`src/rtl/async_fifo_wr_ctrl.sv`:
```
// ---------------------------------------------------------------------------
// async_fifo_wr_ctrl
// Write-domain pointer/flag controller of the dual-clock FIFO.
//
// Holds the binary write counter and the registered Gray write pointer that
// is handed to the read-domain synchronizer. It compares the next Gray write
// pointer against the read pointer, which has already been synchronized into
// CLK, and produces a registered FULL flag.
//
// Optional feature macro: ASYNC_FIFO_AFULL_EN
//   When defined, the block adds a registered AFULL output. AFULL is set when
//   the fill level is AF_LEVEL or more. When the macro is undefined, the block
//   has no AFULL port and builds no Gray-to-binary or subtract logic.
//
// Parameters
//   P_SIZE       address width; depth = 2**P_SIZE; pointers are P_SIZE+1 bits
//   AF_LEVEL     almost-full threshold in entries (1 .. 2**P_SIZE)
//
// Ports
//   CLK          in   write-domain clock
//   RST          in   asynchronous active-low reset
//   W_INC        in   write request, one entry per cycle while high
//   RD_PTR_SYNC  in   Gray read pointer, synchronized to CLK
//   W_ADDR       out  memory write address (low bits of binary counter)
//   W_EN_MEM     out  memory write enable = W_INC & ~FULL
//   WR_PTR       out  registered Gray write pointer
//   FULL         out  registered full flag
//   AFULL        out  registered almost-full flag (ASYNC_FIFO_AFULL_EN only)
// ---------------------------------------------------------------------------
module async_fifo_wr_ctrl #(
  parameter int P_SIZE   = 3,
  parameter int AF_LEVEL = 6
) (
  input  logic              CLK,
  input  logic              RST,
  input  logic              W_INC,
  input  logic [P_SIZE:0]   RD_PTR_SYNC,
  output logic [P_SIZE-1:0] W_ADDR,
  output logic              W_EN_MEM,
  output logic [P_SIZE:0]   WR_PTR,
  output logic              FULL
`ifdef ASYNC_FIFO_AFULL_EN
  ,
  output logic              AFULL
`endif
);

  // Reject parameter sets outside the legal range at elaboration time.
  if ((P_SIZE < 2) || (AF_LEVEL < 1) || (AF_LEVEL > (1 << P_SIZE))) begin : g_param_check
    $error("async_fifo_wr_ctrl: illegal P_SIZE/AF_LEVEL");
  end

  // Convert binary to reflected Gray code.
  function automatic logic [P_SIZE:0] bin2gray(input logic [P_SIZE:0] b);
    return (b >> 1) ^ b;
  endfunction

  logic [P_SIZE:0] wr_bin_r;
  logic [P_SIZE:0] wr_ptr_r;
  logic            full_r;

  logic            wr_accept_s;
  logic [P_SIZE:0] bin_nxt_s;
  logic [P_SIZE:0] gray_nxt_s;
  logic [P_SIZE:0] full_cmp_s;
  logic            full_nxt_s;

  // Next-pointer and full-detect logic.
  always_comb begin
    wr_accept_s = W_INC & ~full_r;
    bin_nxt_s   = wr_bin_r + {{P_SIZE{1'b0}}, wr_accept_s};
    gray_nxt_s  = bin2gray(bin_nxt_s);
    // The FIFO is full when the write pointer is one whole lap ahead of the
    // read pointer. In Gray code, this means the top two bits are inverted
    // and the remaining bits are equal.
    full_cmp_s  = {~RD_PTR_SYNC[P_SIZE:P_SIZE-1], RD_PTR_SYNC[P_SIZE-2:0]};
    full_nxt_s  = (gray_nxt_s == full_cmp_s);
  end

  // Write counter, Gray pointer and FULL registers.
  always_ff @(posedge CLK or negedge RST) begin
    if (!RST) begin
      wr_bin_r <= {(P_SIZE+1){1'b0}};
      wr_ptr_r <= {(P_SIZE+1){1'b0}};
      full_r   <= 1'b0;
    end else begin
      wr_bin_r <= bin_nxt_s;
      wr_ptr_r <= gray_nxt_s;
      full_r   <= full_nxt_s;
    end
  end

`ifdef ASYNC_FIFO_AFULL_EN
  localparam logic [P_SIZE:0] AF_LEVEL_C = (P_SIZE+1)'(AF_LEVEL);

  // Convert reflected Gray code back to binary (prefix XOR from the MSB down).
  function automatic logic [P_SIZE:0] gray2bin(input logic [P_SIZE:0] g);
    logic [P_SIZE:0] b;
    b[P_SIZE] = g[P_SIZE];
    for (int i = P_SIZE - 1; i >= 0; i--) begin
      b[i] = b[i+1] ^ g[i];
    end
    return b;
  endfunction

  logic [P_SIZE:0] rbin_s;
  logic [P_SIZE:0] level_nxt_s;
  logic            afull_nxt_s;
  logic            afull_r;

  // Fill-level computation for almost-full. The subtraction wraps modulo 2**(P_SIZE+1).
  always_comb begin
    rbin_s      = gray2bin(RD_PTR_SYNC);
    level_nxt_s = bin_nxt_s - rbin_s;
    afull_nxt_s = (level_nxt_s >= AF_LEVEL_C);
  end

  // AFULL register, timed the same way as FULL.
  always_ff @(posedge CLK or negedge RST) begin
    if (!RST) begin
      afull_r <= 1'b0;
    end else begin
      afull_r <= afull_nxt_s;
    end
  end

  assign AFULL = afull_r;
`endif

  assign W_ADDR   = wr_bin_r[P_SIZE-1:0];
  assign W_EN_MEM = wr_accept_s;
  assign WR_PTR   = wr_ptr_r;
  assign FULL     = full_r;

endmodule
```
`config.mk`:
```
export PLATFORM = sky130hd
export DESIGN_NAME = async_fifo_wr_ctrl
export DESIGN_NICKNAME = d
export VERILOG_FILES = /design/src/rtl/async_fifo_wr_ctrl.sv
export SDC_FILE = /design/constraint.sdc
export NUM_CORES = 1
export LEC_CHECK = 0
export CAP_MARGIN = 10
export CORE_AREA = 2 2 39 41
export CTS_BUF_LIST = sky130_fd_sc_hd__clkbuf_4 sky130_fd_sc_hd__clkbuf_8
export DETAILED_ROUTE_END_ITERATION = 16
export DIE_AREA = 0 0 41 43
export PLACE_DENSITY_LB_ADDON = 0.25
export SLEW_MARGIN = 20
export SYNTH_ARGS = -nofsm -noshare
export SYNTH_HDL_FRONTEND = slang
export SYNTH_SLANG_ARGS = --single-unit
```
`constraint.sdc`:
```
create_clock -name CLK -period 4.7 [get_ports CLK]
set_input_delay 0.94 -clock CLK [delete_from_list [all_inputs] [get_ports CLK]]
set_output_delay 0.94 -clock CLK [all_outputs]
set_load 0.02 [all_outputs]
```
# --- Yosys cells after proc, flatten, opt, wreduce, memory -nomap -nowiden ---
# Index checks and enable logic that the tools add are counted.
classes:
  add_sub_neg: 1
  eq_ne: 1
  bitwise_logic: 4
op_table:
  columns: ["operator", "n"]
  rows:
  - ["$add A4 B1 Y4", 1]
  - ["$eq A4 B4 Y1", 1]
  - ["$xor A3 B4 Y4", 1]
  - ["$not A2 Y2", 1]
  - ["$and A1 B1 Y1", 1]
  - ["$not A1 Y1", 1]
word_totals:
  reg_bits: 9
  inputBits: 7
  output_inout_bits: 9
  elab_cells: 9

# --- Longest topological paths before layout ---
# Gate-level depths: netlist of run 1.
logic_depth:
  depth_word: 5
  ltp_mapped: 8
  ltp_nobuf: 7

# --- Worst setup path after synthesis of run 1 ---
# Ideal clock, no wire load.
synth_path:
  kind: "input to register"
  startpoint: "input W_INC"
  endpoint: "register full_r (netlist: FULL)"
  arrival_ns: 2.559
  t_required_ns: 4.580
  slack_ns: 2.021
  stages: 7
  n_path_buf: 0
  cell_sequence: "nor2b_1 > ha_1 > ha_1 > xor2_1 > nand4_1 > o311a_2 > and4_1"
synth_via:
  elab_chain_cells: 4
synth_lines:
  columns: ["element", "line_no", "source"]
  rows:
  - ["start: declaration", "36", "input logic W_INC,"]
  - ["$and A1 B1 Y1", "70", "wr_accept_s = W_INC & ~full_r;"]
  - ["$add A4 B1 Y4", "71", "bin_nxt_s = wr_bin_r + {{P_SIZE{1'b0}}, wr_accept_s};"]
  - ["$xor A3 B4 Y4", "55", "return (b >> 1) ^ b;"]
  - ["$eq A4 B4 Y1", "77", "full_nxt_s = (gray_nxt_s == full_cmp_s);"]
  - ["named net full_nxt_s", "66", "logic full_nxt_s;"]
  - ["end signal: assignment", "89", "full_r <= full_nxt_s;"]
  - ["end: declaration", "60", "logic full_r;"]
# The timed path passes the listed nets, and every way through them passes these cells.

# --- Worst setup path in the final report of run 1 ---
layout_path:
  startpoint: "input W_INC"
  endpoint: "output W_EN_MEM"
layout_via:
  elab_chain_cells: 1
layout_lines:
  columns: ["element", "line_no", "source"]
  rows:
  - ["$and A1 B1 Y1", "70", null]
  - ["end: declaration", "39", "output logic W_EN_MEM,"]
# No other way between the ends.

==> out/metrics.yaml, run 1 <==
cells_and_area:
  seq_area_um2: 200.2
  antennaDiodeCount: 0
  fillers: 137
  final_common_cell: "clkdlybuf4s50_1"
  mostFrequentLayoutCells: "clkdlybuf4s50_1, dfrtp_1, xor2_1"
  utilization_pct: 44.21
  multiInputGateArea_um2: 215.2
  layout-drive-gt1-share_pct: 11.32
  synthToLayoutAreaGrowth_pct: 44.25
  nets: 64
sta:
  finClkSkew_ps: 6.642
  rsz0062_at_grt: "no"
  fmax_mhz: 321.7
  period_minus_slack_ps: 3108
  worst-slew-pin-transition_ps: 404.3
  final-hold-violation-count: 0
  finalCritPeriodShare_pct: 66.14
  tns_ps: 0
  finalSetupViolCount: 0
  max_slew_margin_pct: 72.96
  drv_slew: 0
min_path:
  hold_depth: 1
  hold_class: "reg2reg"
  hold_end: "wr_bin_r[3]$_DFF_PN0_"
  hp-start: "wr_bin_r[3]$_DFF_PN0_"
synthesis:
  syn_area_um2: 424.2
  synth_largest_area_cell: "dfrtp_1"
  synth-seq-cells: 8
  synthCells: 36
  yosysSeqAreaShare_pct: 47.20
  synth_nets: 45
  syn_avg_cell_area_um2: 11.78
  synthTopCellsByArea: "dfrtp_1, xor2_1, xnor2_1"
  ys_warn_count: 0
  synth_top_cell_area_share_pct: 47.20
  synth.distinct_cells: 19
power_and_ir_drop:
  seqPwrFrac_pct: 26.8
  switching_share_pct: 41.61
  power_frac_comb_pct: 62.8
  p_clk_share_pct: 10.4
  max-vdd-ir-drop_uv: 291.8
  p_leak_nw: 0.2630
  p_switching_w: 0.0002116
  p_int_w: 0.0002970
  p_per_area_nw_per_um2: 831.3
die:
  core.rowCount: 14
  die_y_um: 43
  coreArea_um2: 1384
  die_width_um: 41
  start_util_pct: 30.65
  die_area_um2: 1763
  ios: 16
place:
  port_buffers: 15
  hpwl_um: 614.9
  gp_congestion: 0.7695
setup_path:
  critPathKind: "in2out"
  crit_arrival_ps: 2170
  r2r_end: "FULL$_DFF_PN0_"
  critPathLaunchType: "primary input"
  reg2reg_from: "FULL$_DFF_PN0_"
  cp_max_fo: 2
  ff2ff_setup_slack_ps: 2670
  critPathRequiredTime_ps: 3760
  end_kind: "output pin"
  rr_worst_depth: 7
clock_tree:
  cts.reportedPaths.clkPinSlew_ps: 60
  cts_buffers: 3
  cts_tree: "yes"
  cts_root_buf: "clkbuf_4"
  clock_latency_ps: 260
  htree_num_levels: 1
  clock_path_buffers: 2
  cts_resized: 0
  postCtsSetupBuffers: 0
  postCtsHoldBufs: 0
  cts.sinks: 8
route:
  wirelength_um: 813
  vias_per_cell: 4.957
  drc: 0
  wl_met2_um: 401
  vias: 342
  wl_met3_um: 64
  antenna_left: 0
  met1Wirelength_um: 328
  drtPass1Iterations: 4
  top_layer_used: "met4"
  wire_per_inst_um: 11.78
  drtIter0Drc: 5
global_routing:
  grt_overflow_total: 0
  antenna_found_initial: 0
  grtUsageTotal_pct: 12.34
  grt_max_degree: 9
  grt_pass1_vias: 336
  grt_pass1_wl_um: 1400
job:
  max_cap_violations: 0
outcome:
  status: "finished, final reports clean"
[cells by family (layout without fill, tap and decap cells)]
group / after synthesis / after routing / share of synthesized area, %
AOI/OAI and AO/OA: 6 / 6 / 11.21
muxes: 1 / 1 / 2.360
DFF: 8 / 8 / 47.20
xor gates and xnor gates: 9 / 9 / 20.36
buffers and inverters: 2 / 19 / 2.063
and+or+nand+nor: 8 / 8 / 10.92
adders and majority gates: 2 / 2 / 5.899
[Yosys cell counts]
cell type / number
a21bo_2: 1
and3_1: 1
and4_1: 1
buf_2: 1
dfrtp_1: 8
ha_1: 2
inv_1: 1
mux2i_1: 1
nand3_1: 1
nand4_1: 1
nor2_1: 2
nor2b_1: 2
o211ai_1: 1
o21ai_0: 2
o311a_2: 1
o32ai_1: 1
xnor2_1: 3
xor2_1: 5
xor2_2: 1
[final cells by class]
type                       instances  share of cell area, %
clock buffer                       3                  3.681
timing repair buffer              15                  24.54
tap                               16                  3.272
inverter                           1                 0.6135
sequential                         8                  32.72
multi-input combinational         26                  35.17
[how the worst max path moves through the flow]
stage | start | to | slack (ps) | cells past startpoint
finish | W_INC | W_EN_MEM | 1590 | 3
global route | W_INC | W_EN_MEM | 1510 | 3
CTS | W_INC | W_EN_MEM | 1580 | 3
detailed placement | W_INC | W_EN_MEM | 1580 | 3
global placement | W_INC | W_EN_MEM | 1600 | 3
floorplan | W_INC | FULL$_DFF_PN0_ | 2020 | 7
[worst max-delay path, stage by stage]
cell	delay, ps
clkdlybuf4s50_1	440
nor2b_1	160
clkdlybuf4s50_1	620
[through the flow]
stage               setup WS, ps  area [um^2]  instances  hold slack (ps)  total power [W]
floorplan                   2021        424.2         36            644.4        0.0003496
global placement            1597        589.3         66            552.2        0.0004577
detailed placement          1580        589.3         66            560.3        0.0004599
CTS                         1580        611.8         69            568.5        0.0005167
global route                1512        611.8         69            614.6        0.0005525
finish                      1592        611.8         69            567.4        0.0005086
[per-layer routing]
layer | vias up | track usage (%)
met3 | 4 | 3.141
met1 | 164 | 13.82
li1 | 161 | -
met4 | 0 | 10.00
met2 | 13 | 18.44
met5 | - | 0
[sequential cells by signal, summed over array words and instances, names as in the netlist]
signal	cells
WR_PTR	3
wr_bin_r	4
FULL	1
[power by group through the flow]
stage,sequential [W],clock (W),combinational [W]
6_report,0.000136,0.0000530,0.000319
2_1_floorplan,0.000180,0,0.000170
3_3_place_gp,0.000136,0,0.000321
5_1_grt,0.000142,0.0000571,0.000354
3_5_place_dp,0.000137,0,0.000323
4_1_cts,0.000136,0.0000559,0.000325
No activity file was read; power rests on OpenSTA's default activity.
==> run 2: changes to the inputs <==
Clock period 4.7 ns to 2.6 ns, I/O delays scaled along.
==> run 2 against run 1 <==
Net effect: first-iteration DRC count fell by 40%; hold slack got worse by 30 ps; clock skew decreased by 4.0 ps; power grew 91%; clock power increased by 85%; largest cell class unchanged.
==> out/metrics.yaml, run 2 (synthesis gave the netlist of run 1 again) <==
cells_and_area:
  fillers: 145
  antennaDiodeCount: 0
  largest_register: "wr_bin_r"
  synthToLayoutAreaGrowth_pct: 49.56
  mostFrequentLayoutCells: "clkdlybuf4s50_1, dfrtp_1, xor2_1"
  nets: 67
  instances_no_fill: 72
  largest_register_ffs: 4
  final_common_cell: "clkdlybuf4s50_1"
  layout-drive-gt1-share_pct: 16.07
sta:
  rsz0062_at_grt: "no"
  drv_slew: 0
  finalCritPeriodShare_pct: 88.13
  finalSetupViolCount: 0
  finClkSkew_ps: 2.592
  fmax_mhz: 436.4
  worst-slew-pin-transition_ps: 396.7
  max_slew_margin_pct: 73.47
  tns_ps: 0
  period_minus_slack_ps: 2291
  final-hold-violation-count: 0
setup_path:
  crit_arrival_ps: 1770
  critPathBufInv: 2
  end_kind: "output pin"
  cp_max_fo: 2
  critPathKind: "in2out"
  critPathRequiredTime_ps: 2080
  reg2reg_from: "FULL$_DFF_PN0_"
  path_delay_family: "buffers and inverters"
  rr_worst_depth: 7
  ff2ff_setup_slack_ps: 670
  worstPathCellList: "clkdlybuf4s50_1 > nor2b_1 > clkdlybuf4s50_1"
  worst_path_max_delay_cell: "clkdlybuf4s50_1"
  critical_path.most_common_cell: "clkdlybuf4s50_1"
  critPathLaunchType: "primary input"
  r2r_end: "FULL$_DFF_PN0_"
  cpPeakStageDelay_ps: 630
die:
  ios: 16
  die_area_um2: 1763
  die_width_um: 41
  coreArea_um2: 1384
  core.rowCount: 14
  start_util_pct: 30.65
  die_y_um: 43
route:
  met1Wirelength_um: 339
  drtIter0Drc: 3
  vias_per_cell: 4.903
  wirelength_um: 836
  wl_met3_um: 66
  wire_per_inst_um: 11.61
  antenna_left: 0
  drtPass1Iterations: 3
  vias: 353
  drc: 0
  wl_met2_um: 413
  top_layer_used: "met4"
power_and_ir_drop:
  p_leak_nw: 0.2778
  p_per_area_nw_per_um2: 1530
  switching_share_pct: 40.91
  seqPwrFrac_pct: 25.4
  max-vdd-ir-drop_uv: 577.8
  power_frac_comb_pct: 64.5
  p_clk_share_pct: 10.1
  p_int_w: 0.0005734
  p_switching_w: 0.0003970
clock_tree:
  clock_path_buffers: 2
  htree_num_levels: 1
  cts_tree: "yes"
  cts_root_buf: "clkbuf_4"
  clock_latency_ps: 260
  postCtsSetupBuffers: 0
  cts_buffers: 3
  cts.sinks: 8
  cts_resized: 0
  postCtsHoldBufs: 0
  cts.reportedPaths.clkPinSlew_ps: 60
min_path:
  hold_class: "in2async"
global_routing:
  grt_pass1_vias: 362
  antenna_found_initial: 0
  grt_pass1_wl_um: 1531
  grt_max_degree: 9
  grt_overflow_total: 0
  grtUsageTotal_pct: 13.45
job:
  max_cap_violations: 0
place:
  port_buffers: 15
  gp_congestion: 0.8108
  hpwl_um: 577
  dp_cells: 69
outcome:
  status: "finished, final reports clean"
==> run 2: cell types whose count changed in the layout (fill, tap and decap cells not counted), sizes merged <==
| cell | delta |
|---|---|
| buf | +3 |
==> run 2: layer usage <==
layer,GRT usage [%],vias to the layer above
li1,-,169
met1,15.13,167
met2,20.63,14
met3,4.712,3
met4,8.000,0
met5,0,-
==> run 2: how the worst max path moves through the flow <==
| stage | start | endpoint | slack [ps] | depth (start not counted) |
|---|---|---|---|---|
| 2_1_floorplan | W_INC | FULL$_DFF_PN0_ | 340 | 7 |
| 3_3_place_gp | W_INC | FULL$_DFF_PN0_ | 140 | 8 |
| 3_5_place_dp | W_INC | FULL$_DFF_PN0_ | 130 | 8 |
| 4_1_cts | W_INC | FULL$_DFF_PN0_ | 300 | 8 |
| 5_1_grt | W_INC | FULL$_DFF_PN0_ | 70 | 8 |
| 6_report | W_INC | W_EN_MEM | 310 | 3 |
==> run 2: power by group through the flow <==
stage | logic, W | clock network [W] | registers [W]
4_1_cts | 0.000632 | 0.0000986 | 0.000248
5_1_grt | 0.000694 | 0.000107 | 0.000256
2_1_floorplan | 0.000307 | 0 | 0.000325
3_3_place_gp | 0.000626 | 0 | 0.000249
3_5_place_dp | 0.000619 | 0 | 0.000248
6_report | 0.000626 | 0.0000978 | 0.000247
==> run 2: stage by stage <==
step | instance area (um^2) | power, W | hold WS [ps] | setup slack, ps | util [%]
after floorplan | 424.2 | 0.0006320 | 224.4 | 340.9 | -
after global placement | 611.8 | 0.0008751 | 573.5 | 135.9 | 44.21
after detailed placement | 611.8 | 0.0008669 | 570.2 | 133.7 | 44.21
after CTS | 634.4 | 0.0009780 | 556.8 | 300.5 | 45.84
after global routing | 634.4 | 0.001057 | 560.0 | 72.49 | 45.84
final | 634.4 | 0.0009704 | 536.9 | 308.5 | 45.84
==> run 2: area by class of cell <==
class	count	area [um^2]	area share (%)
multi-input cells	26	215.2	33.93
flip-flops and latches	8	200.2	31.56
repair buffers	18	172.7	27.22
clock buffers	3	22.52	3.550
well taps	16	20.02	3.156
inverters	1	3.754	0.5917
==> variant (settings of run 2) <==
The option `ASYNC_FIFO_AFULL_EN` is turned on by a define.
--- a/src/rtl/async_fifo_wr_ctrl.sv
+++ b/src/rtl/async_fifo_wr_ctrl.sv
@@ -27,6 +27,8 @@
 //   FULL         out  registered full flag
 //   AFULL        out  registered almost-full flag (ASYNC_FIFO_AFULL_EN only)
 // ---------------------------------------------------------------------------
+`define ASYNC_FIFO_AFULL_EN
+
 module async_fifo_wr_ctrl #(
   parameter int P_SIZE   = 3,
   parameter int AF_LEVEL = 6
Formal check against the unedited RTL (old outputs only; new: AFULL): equivalent (equiv_simple and equiv_induct, registers matched by name and starting in step).
==> variant against run 2 <==
  * Sequential cell count grew 1
  * Final area grew 29%
  * Area after synthesis grew 23%
  * Setup slack lost 0.15 ns
  * Synthesized cell count grew 28%
  * Critical path type is now in -> reg
  * Maximum frequency shrank 6.0%
  * Largest power group unchanged
  * Routed wire length grew 4.4%
  * Total power grew 25%
==> variant: results (changes against run 2) <==
Outcome: completed (unchanged)
Clock group: 0.112 mW (was 0.0978 mW)
Cell Area, Synth: 520 µm² (was 424 µm²)
Global-route usage over all layers: 12.4% (was 13.4%)
WL/cell: 9.59 µm (was 11.6 µm)
Arrival @ worst endpoint: 2.61 ns (was 1.77 ns)
Layout net count: 89 (was 67)
First-pass GRT wire length: 1470 µm (was 1530 µm)
Initial DRC count: 2 (was 3)
Top area cells in the synthesized netlist: dfrtp_1 43%, xor2_1 13%, ha_1 12% (was dfrtp_1 47%, xor2_1 10%, xnor2_1 6.2%)
Post-DR vias/cell: 4.48 (was 4.90)
Worst Clk Skew: 0.00114 ns (was 0.00259 ns)
Leak pwr: 0.374 nW (was 0.278 nW)
Pint: 0.721 mW (was 0.573 mW)
Seq/Total Area, Yosys: 43.3% (was 47.2%)
Share of cells above drive strength 1: 22.7% (was 16.1%)
Max VDD drop: 592 µV (was 578 µV)
Place WS: -0.143 ns (was 0.134 ns)
GPL Wtd Cong: 0.680 (was 0.811)
DPL Wire Length: 782 µm (was 577 µm)
Syn_nets: 59 (was 45)
Relative slew slack: 71.3% (was 73.5%)
Slowest stage delay, CP: 0.43 ns (was 0.63 ns)
Distinct cells, synth: 16 (was 19)
First-pass DRT Iterations: 2 (was 3)
==> variant: cell count changes after synthesis, sizes merged, moves of 2 or more <==
cell and delta:
ha +3, inv +3, xor2 +3, nand3 +2
or3 +2
==> variant: routing by layer <==
metal / wire [µm] / global-route usage (%) / vias up
met5: 0 / 0 / -
met4: 0 / 8.67 / 0
met3: 27 / 2.09 / 0
met2: 478 / 18.8 / 8
met1: 367 / 15.1 / 192
li1: - / - / 208
==> variant: final timing paths <==
check	startpoint	slack (ns)	cells after the start	to
setup reg to reg	FULL$_DFF_PN0_	0.54	9	AFULL$_DFF_PN0_
min in group CLK	wr_bin_r[3]$_DFF_PN0_	0.62	2	wr_bin_r[3]$_DFF_PN0_
setup / recovery	RD_PTR_SYNC[2]	0.16	10	AFULL$_DFF_PN0_
hold reg to reg	wr_bin_r[3]$_DFF_PN0_	0.62	2	wr_bin_r[3]$_DFF_PN0_
max in group asynchronous	RST	1.76	1	wr_bin_r[1]$_DFF_PN0_
hold / removal	RST	0.56	1	wr_bin_r[3]$_DFF_PN0_
==> variant: layout make-up <==
type	instances	area, µm²
well taps	16	20.0
multi-input cells	33	298
repair buffers	25	228
flip-flops and latches	9	225
fillers	128	568
inverters	4	15.0
clock buffers	4	30.0
==> variant: metrics by stage <==
step	cells	TNS [ns]	utilization, %	area (µm²)
after floorplan	46	0	-	520
after global placement	87	-0.109	55.5	768
after detailed placement	87	-0.160	55.5	768
after CTS	91	0	57.7	798
after global routing	91	0	59.0	816
final	91	0	59.0	816
==> variant: kinds of logic (layout without fill, tap and decap cells) <==
logic type,count (synthesis),after routing,synth area share (%)
adders and majority gates,6,6,15.9
DFF,9,9,43.3
and+or+nand+nor,10,10,9.37
buffers and inverters,4,33,2.88
xor gates and xnor gates,13,13,23.3
AOI/OAI and AO/OA,3,3,3.36
muxes,1,1,1.92
